### src/rtl/parser_comando_serial.sv
// ASCII command-frame parser: one command digit followed by NUM_CAMPOS decimal fields
// of DIGITOS digits each. Fields are published atomically on a one-cycle pronto pulse.
module parser_comando_serial #(
  parameter int NUM_CAMPOS     = 3,
  parameter int DIGITOS        = 2,
  parameter int LARGURA        = 8,
  parameter int TIMEOUT_CICLOS = 5_000_000
) (
  input  logic                          clock,
  input  logic                          reset,
  input  logic [7:0]                    dado,
  input  logic                          dado_valido,
  output logic [3:0]                    comando,
  output logic [NUM_CAMPOS*LARGURA-1:0] campos,
  output logic                          pronto,
  output logic                          erro,
  output logic [1:0]                    codigo_erro,
  output logic                          ocupado,
  output logic [1:0]                    o_estado
);

  localparam int ACC_W = LARGURA + 4;
  localparam int CNT_W = $clog2(TIMEOUT_CICLOS + 1);
  localparam int IDX_W = $clog2(NUM_CAMPOS + 1);
  localparam int DIG_W = $clog2(DIGITOS + 1);
  localparam logic [CNT_W-1:0] CNT_MAX = CNT_W'(TIMEOUT_CICLOS - 1);

  typedef enum logic [1:0] {
    OCIOSO = 2'd0,
    CAMPO  = 2'd1,
    FIM    = 2'd2,
    ERRO   = 2'd3
  } estado_t;

  estado_t                         r_estado;
  logic [3:0]                      r_cmd;
  logic [IDX_W-1:0]                r_idx;
  logic [DIG_W-1:0]                r_dig;
  logic [ACC_W-1:0]                r_acc;
  logic [CNT_W-1:0]                r_cnt;
  logic [NUM_CAMPOS*LARGURA-1:0]   r_shadow;

  logic                            w_is_digit;
  logic [ACC_W-1:0]                w_acc_next;
  logic                            w_overflow;
  logic                            w_last_digit;
  logic                            w_last_field;
  logic [NUM_CAMPOS*LARGURA-1:0]   w_shadow_next;

  // ASCII '0'..'9' carry the digit value in the low nibble.
  assign w_is_digit   = (dado >= 8'h30) && (dado <= 8'h39);
  assign w_acc_next   = r_acc * ACC_W'(10) + ACC_W'(dado[3:0]);
  assign w_overflow   = |w_acc_next[ACC_W-1:LARGURA];
  assign w_last_digit = (r_dig == DIG_W'(DIGITOS - 1));
  assign w_last_field = (r_idx == IDX_W'(NUM_CAMPOS - 1));
  assign o_estado     = r_estado;

  always_comb begin
    w_shadow_next = r_shadow;
    for (int i = 0; i < NUM_CAMPOS; i++) begin
      if (r_idx == IDX_W'(i)) begin
        w_shadow_next[i*LARGURA +: LARGURA] = w_acc_next[LARGURA-1:0];
      end
    end
  end

  always_ff @(posedge clock) begin
    if (reset) begin
      r_estado    <= OCIOSO;
      r_cmd       <= '0;
      r_idx       <= '0;
      r_dig       <= '0;
      r_acc       <= '0;
      r_cnt       <= '0;
      r_shadow    <= '0;
      comando     <= '0;
      campos      <= '0;
      pronto      <= 1'b0;
      erro        <= 1'b0;
      codigo_erro <= 2'd0;
      ocupado     <= 1'b0;
    end else begin
      pronto <= 1'b0;
      erro   <= 1'b0;
      case (r_estado)
        OCIOSO: begin
          if (dado_valido && w_is_digit) begin
            r_cmd    <= dado[3:0];
            r_idx    <= '0;
            r_dig    <= '0;
            r_acc    <= '0;
            r_cnt    <= '0;
            r_estado <= CAMPO;
            ocupado  <= 1'b1;
          end
        end
        CAMPO: begin
          // A byte arriving on the terminal count wins over the timeout.
          if (dado_valido) begin
            r_cnt <= '0;
            if (!w_is_digit) begin
              r_estado    <= ERRO;
              erro        <= 1'b1;
              codigo_erro <= 2'd1;
              ocupado     <= 1'b0;
            end else if (w_overflow) begin
              r_estado    <= ERRO;
              erro        <= 1'b1;
              codigo_erro <= 2'd3;
              ocupado     <= 1'b0;
            end else if (w_last_digit) begin
              r_shadow <= w_shadow_next;
              r_acc    <= '0;
              r_dig    <= '0;
              r_idx    <= r_idx + IDX_W'(1);
              if (w_last_field) begin
                campos   <= w_shadow_next;
                comando  <= r_cmd;
                pronto   <= 1'b1;
                ocupado  <= 1'b0;
                r_estado <= FIM;
              end
            end else begin
              r_acc <= w_acc_next;
              r_dig <= r_dig + DIG_W'(1);
            end
          end else if (r_cnt == CNT_MAX) begin
            r_estado    <= ERRO;
            erro        <= 1'b1;
            codigo_erro <= 2'd2;
            ocupado     <= 1'b0;
          end else begin
            r_cnt <= r_cnt + CNT_W'(1);
          end
        end
        FIM:     r_estado <= OCIOSO;
        ERRO:    r_estado <= OCIOSO;
        default: r_estado <= OCIOSO;
      endcase
    end
  end

endmodule

### config.mk
export PLATFORM = sky130hd
export DESIGN_NAME = parser_comando_serial
export DESIGN_NICKNAME = d
export VERILOG_FILES = /design/src/rtl/parser_comando_serial.sv
export SDC_FILE = /design/constraint.sdc
export NUM_CORES = 1
export LEC_CHECK = 0
export BUFFER_PORTS_ARGS = -buffer_cell sky130_fd_sc_hd__buf_2
export CORE_ASPECT_RATIO = 1.1
export CORE_MARGIN = 4
export CORE_UTILIZATION = 50
export CTS_CLUSTER_SIZE = 40
export DETAILED_ROUTE_END_ITERATION = 10
export HOLD_SLACK_MARGIN = 0.1
export PLACE_DENSITY = 0.72
export SLEW_MARGIN = 20
export SYNTH_ARGS = -nofsm -noshare
export SYNTH_HDL_FRONTEND = slang
export SYNTH_SLANG_ARGS = --single-unit
### constraint.sdc
create_clock -name clock -period 4.87 [get_ports clock]
set_input_delay 0.2435 -clock clock [delete_from_list [all_inputs] [get_ports clock]]
set_output_delay 0.2435 -clock clock [all_outputs]
set_load 0.02 [all_outputs]
==> summary.txt <==
========================================================================================================
Share of flip-flops with an asynchronous set or reset after synthesis                                 0%
Clock sink total                                                                                      93
Die width                                                                                         101 µm
Total of max-cap violations                                                                            0
Worst hold path type                                                                        primary input to register
Sum of negative setup slack                                                                         0 ns
Final Power                                                                                    0.00133 W
Number of nets still failing antenna checks after routing                                              0
Pin slew with the least headroom to its limit                                                   0.955 ns
Later-pin clock latency in the skew report                                                       0.38 ns
Final Critical Period                                                                            4.00 ns
Diode count                                                                                            0
Die Y                                                                                             111 µm
Number of nets in the synthesized netlist                                                            549
Via count of the first global-routing pass                                                          3762
Hold_ws                                                                                         0.166 ns
Multiplexer area fraction after synthesis                                                          13.9%
Largest net degree at the start of global routing                                                     62
CTS H-tree lvls                                                                                        3
Synth unique cells                                                                                    62
Post-synthesis area per instance                                                                9.30 µm²
Number of enable flip-flop cells after synthesis                                                       0
Synth Cell Area                                                                                 4780 µm²
Starting density of the core                                                                       51.1%
Post-CTS setup buffer count                                                                            0
Portion of the clock cycle consumed by the worst path in the final layout                          82.2%
Combinational family with the most area after synthesis                                     simple AND/OR/NAND/NOR gates
Placed inst area                                                                                5080 µm²
Post-synth top area cell                                                                         dfxtp_1
Per-cell via count in the routed design                                                             5.59
Leakage power total                                                                              2.38 nW
Final core area utilization                                                                        56.6%
Startpoint Class                                                                                register
Area growth from synthesis to layout                                                               10.6%
DR WL/cell                                                                                       15.4 µm
Wire length of the first global-routing pass                                                    17800 µm
Portion of the post-synthesis area used by sequential elements                                     38.9%
Top-level port count                                                                                  46
Clock Skews                                                                                    0.0202 ns
Largest fanout on the critical path                                                                   18
Post-CTS clock slew at the launch and capture registers of the worst setup and hold paths        0.11 ns
Type of the worst setup path                                                                register to register
Library cell contributing the largest single delay on the critical path                          nor4b_4
Total grt overflow                                                                                     0
Buffer depth of the longest clock path                                                                 2
Number of failing setup endpoints in the final timing report                                           0
Die area                                                                                       11200 µm²
Remaining routing DRC violations                                                                       0
Power Dens Cells                                                                              251 nW/µm²
Number of hold buffers added after CTS                                                                 0
Synthesized-area fraction occupied by ao, oa, aoi and oai cells                                    9.60%
Arrival @ worst endpoint                                                                         4.26 ns
Fraction of the mapped netlist area in adder cells                                                 6.60%
Layout filler cell count                                                                             874
GP Congestion                                                                                      0.876
Cts bufs inserted                                                                                      9
Leading cell type in the layout, fill and taps excluded                                          dfxtp_1
Final Max Tran Viols                                                                                   0
Final Hold Violating Endpoints                                                                         0
Worst vdd rail ir drop                                                                          0.211 mV
Highest achievable clock rate                                                                  0.250 GHz
Post-Synth Simple-Gate Area                                                                        20.9%
Data required time at the worst endpoint                                                         5.13 ns
Cell types occupying the most area after synthesis                                          dfxtp_1 (39%), mux2i_1 (11%), nand2_1 (6.3%)
Clock tree from TritonCTS                                                                            yes
Yosys reg bits                                                                                        93
Area share of the largest cell type after synthesis                                                38.9%
Critical path endpoint category                                                                 register
Most prevalent standard cell on the critical path                                                   ha_1
Outcome                                                                                        completed
Clock root buffer                                                                               clkbuf_8
Final routed wirelength across all metal layers                                                 10400 µm
Area of the placeable core                                                                      9350 µm²
RSZ-0062 raised after global routing                                                               false
Final layout net count                                                                               586
Global-route usage over all layers                                                                 19.3%
Number of placement rows                                                                              37
Quantity of gates resized following cts                                                                0
Synth Flop Type                                                                                  dfxtp_1
Count of warnings emitted by yosys                                                                     0
Total number of vias                                                                                3762
Xor/xnor cell area share of the yosys netlist                                                      6.20%
Slew Limit Headroom                                                                                36.2%
Top library cells by usage in the layout, fill and taps aside                               dfxtp_1 (93), nand2_1 (80), mux2i_1 (52)
Initial DRC count                                                                                    144
Initial antenna violation count                                                                        0
Length of the first detailed-routing pass in iterations                                                4
Buffers added on ports                                                                                45
Crit-path cells                                                                             ha_1, ha_1, fa_1, a211oi_2, o21ai_1, a21oi_1, xnor2_1, nor4b_4, o2111ai_4, buf_4, mux2_2
Post-layout instance area                                                                       5290 µm²
Fraction of layout instances using a drive strength above 1                                        16.7%
Detailed placer's ending HPWL                                                                    7490 µm
Delay of the slowest cell on the worst path                                                      0.60 ns
Worst-case register-to-register setup slack                                                      0.87 ns
Cell count after synthesis                                                                           514
========================================================================================================
==> where the power goes <==
part | switching, W | internal, W | leakage, nW
Combinational | 0.0000318 | 0.0000119 | 1.53
Clock | 0.000317 | 0.000203 | 0.0990
Sequential | 0.00000138 | 0.000761 | 0.749
Total | 0.000350 | 0.000976 | 2.38
==> path summary, 6_finish.rpt <==
path,startpoint,endpoint,cells after the start
setup / recovery,r_acc[1],campos[7],11
hold / removal,dado[3],r_cmd[3],3
setup reg to reg,r_acc[1],campos[7],11
hold reg to reg,r_dig[0],r_dig[1],1
==> state kept, by name (all words and copies together) (netlist names) <==
signal	cells
r_shadow	16
pronto	1
r_dig	2
comando	4
r_acc	11
r_cnt	23
codigo_erro	2
o_estado	2
r_idx	2
r_cmd	4
ocupado	1
erro	1
campos	24
==> per-layer routing <==
layer  GRT usage [%]  vias up  routed length (µm)
li1                -     1883                   -
met1            23.9     1802                4620
met5               0        -                   0
met4            4.34        0                 133
met2            34.0       64                5220
met3            3.85       13                 407
==> metrics by stage <==
| step | setup slack [ns] | std cells |
|---|---|---|
| 6_report | 0.867 | 673 |
| 5_1_grt | 0.616 | 673 |
| 4_1_cts | 0.879 | 673 |
| 3_5_place_dp | 0.940 | 657 |
| 3_3_place_gp | 0.996 | 657 |
| 2_1_floorplan | 1.45 | 514 |
==> Yosys cell counts (all sizes together) (3+ instances only) <==
cell / n
a2111oi: 3
a211oi: 4
a21oi: 8
and2: 3
and3: 4
and4: 5
buf: 9
clkbuf: 14
dfxtp: 93
ha: 22
inv: 18
mux2: 12
mux2i: 52
nand2: 80
nand2b: 3
nand3: 13
nand4: 8
nor2: 43
nor2b: 12
nor3: 6
nor3b: 6
nor4: 3
nor4b: 5
o2111ai: 3
o211ai: 6
o21ai: 11
o32ai: 8
xnor2: 14
xor2: 19
==> critical path, delay by kind of cell (launching register included) <==
family                   cells  cell delay (ns)
AO/OA/AOI/OAI                4             1.14
XOR/XNOR                     1             0.13
adder cells (fa/ha/maj)      3             0.93
buffers and inverters        1             0.38
flip-flops                   1             0.42
multiplexers                 1             0.28
AND/OR/NAND/NOR              1             0.60
==> cell type report <==
class	count	area (µm²)	share of cell area, %
multi-input cells	379	2750	52.0
flip-flops and latches	93	1860	35.2
repair buffers	49	255	4.83
well taps	117	146	2.77
clock buffers	9	124	2.34
clock inverters	7	80.1	1.51
inverters	19	71.3	1.35
==> kinds of logic (layout without fill, tap and decap cells) <==
| group | count (synthesis) | after routing |
|---|---|---|
| simple gates | 199 | 199 |
| flops | 93 | 93 |
| mux | 64 | 64 |
| compound gates | 59 | 59 |
| buf+inv | 42 | 84 |
| xor+xnor | 33 | 33 |
| fa+ha+maj | 24 | 24 |
Power figures use the tool's default switching activity.
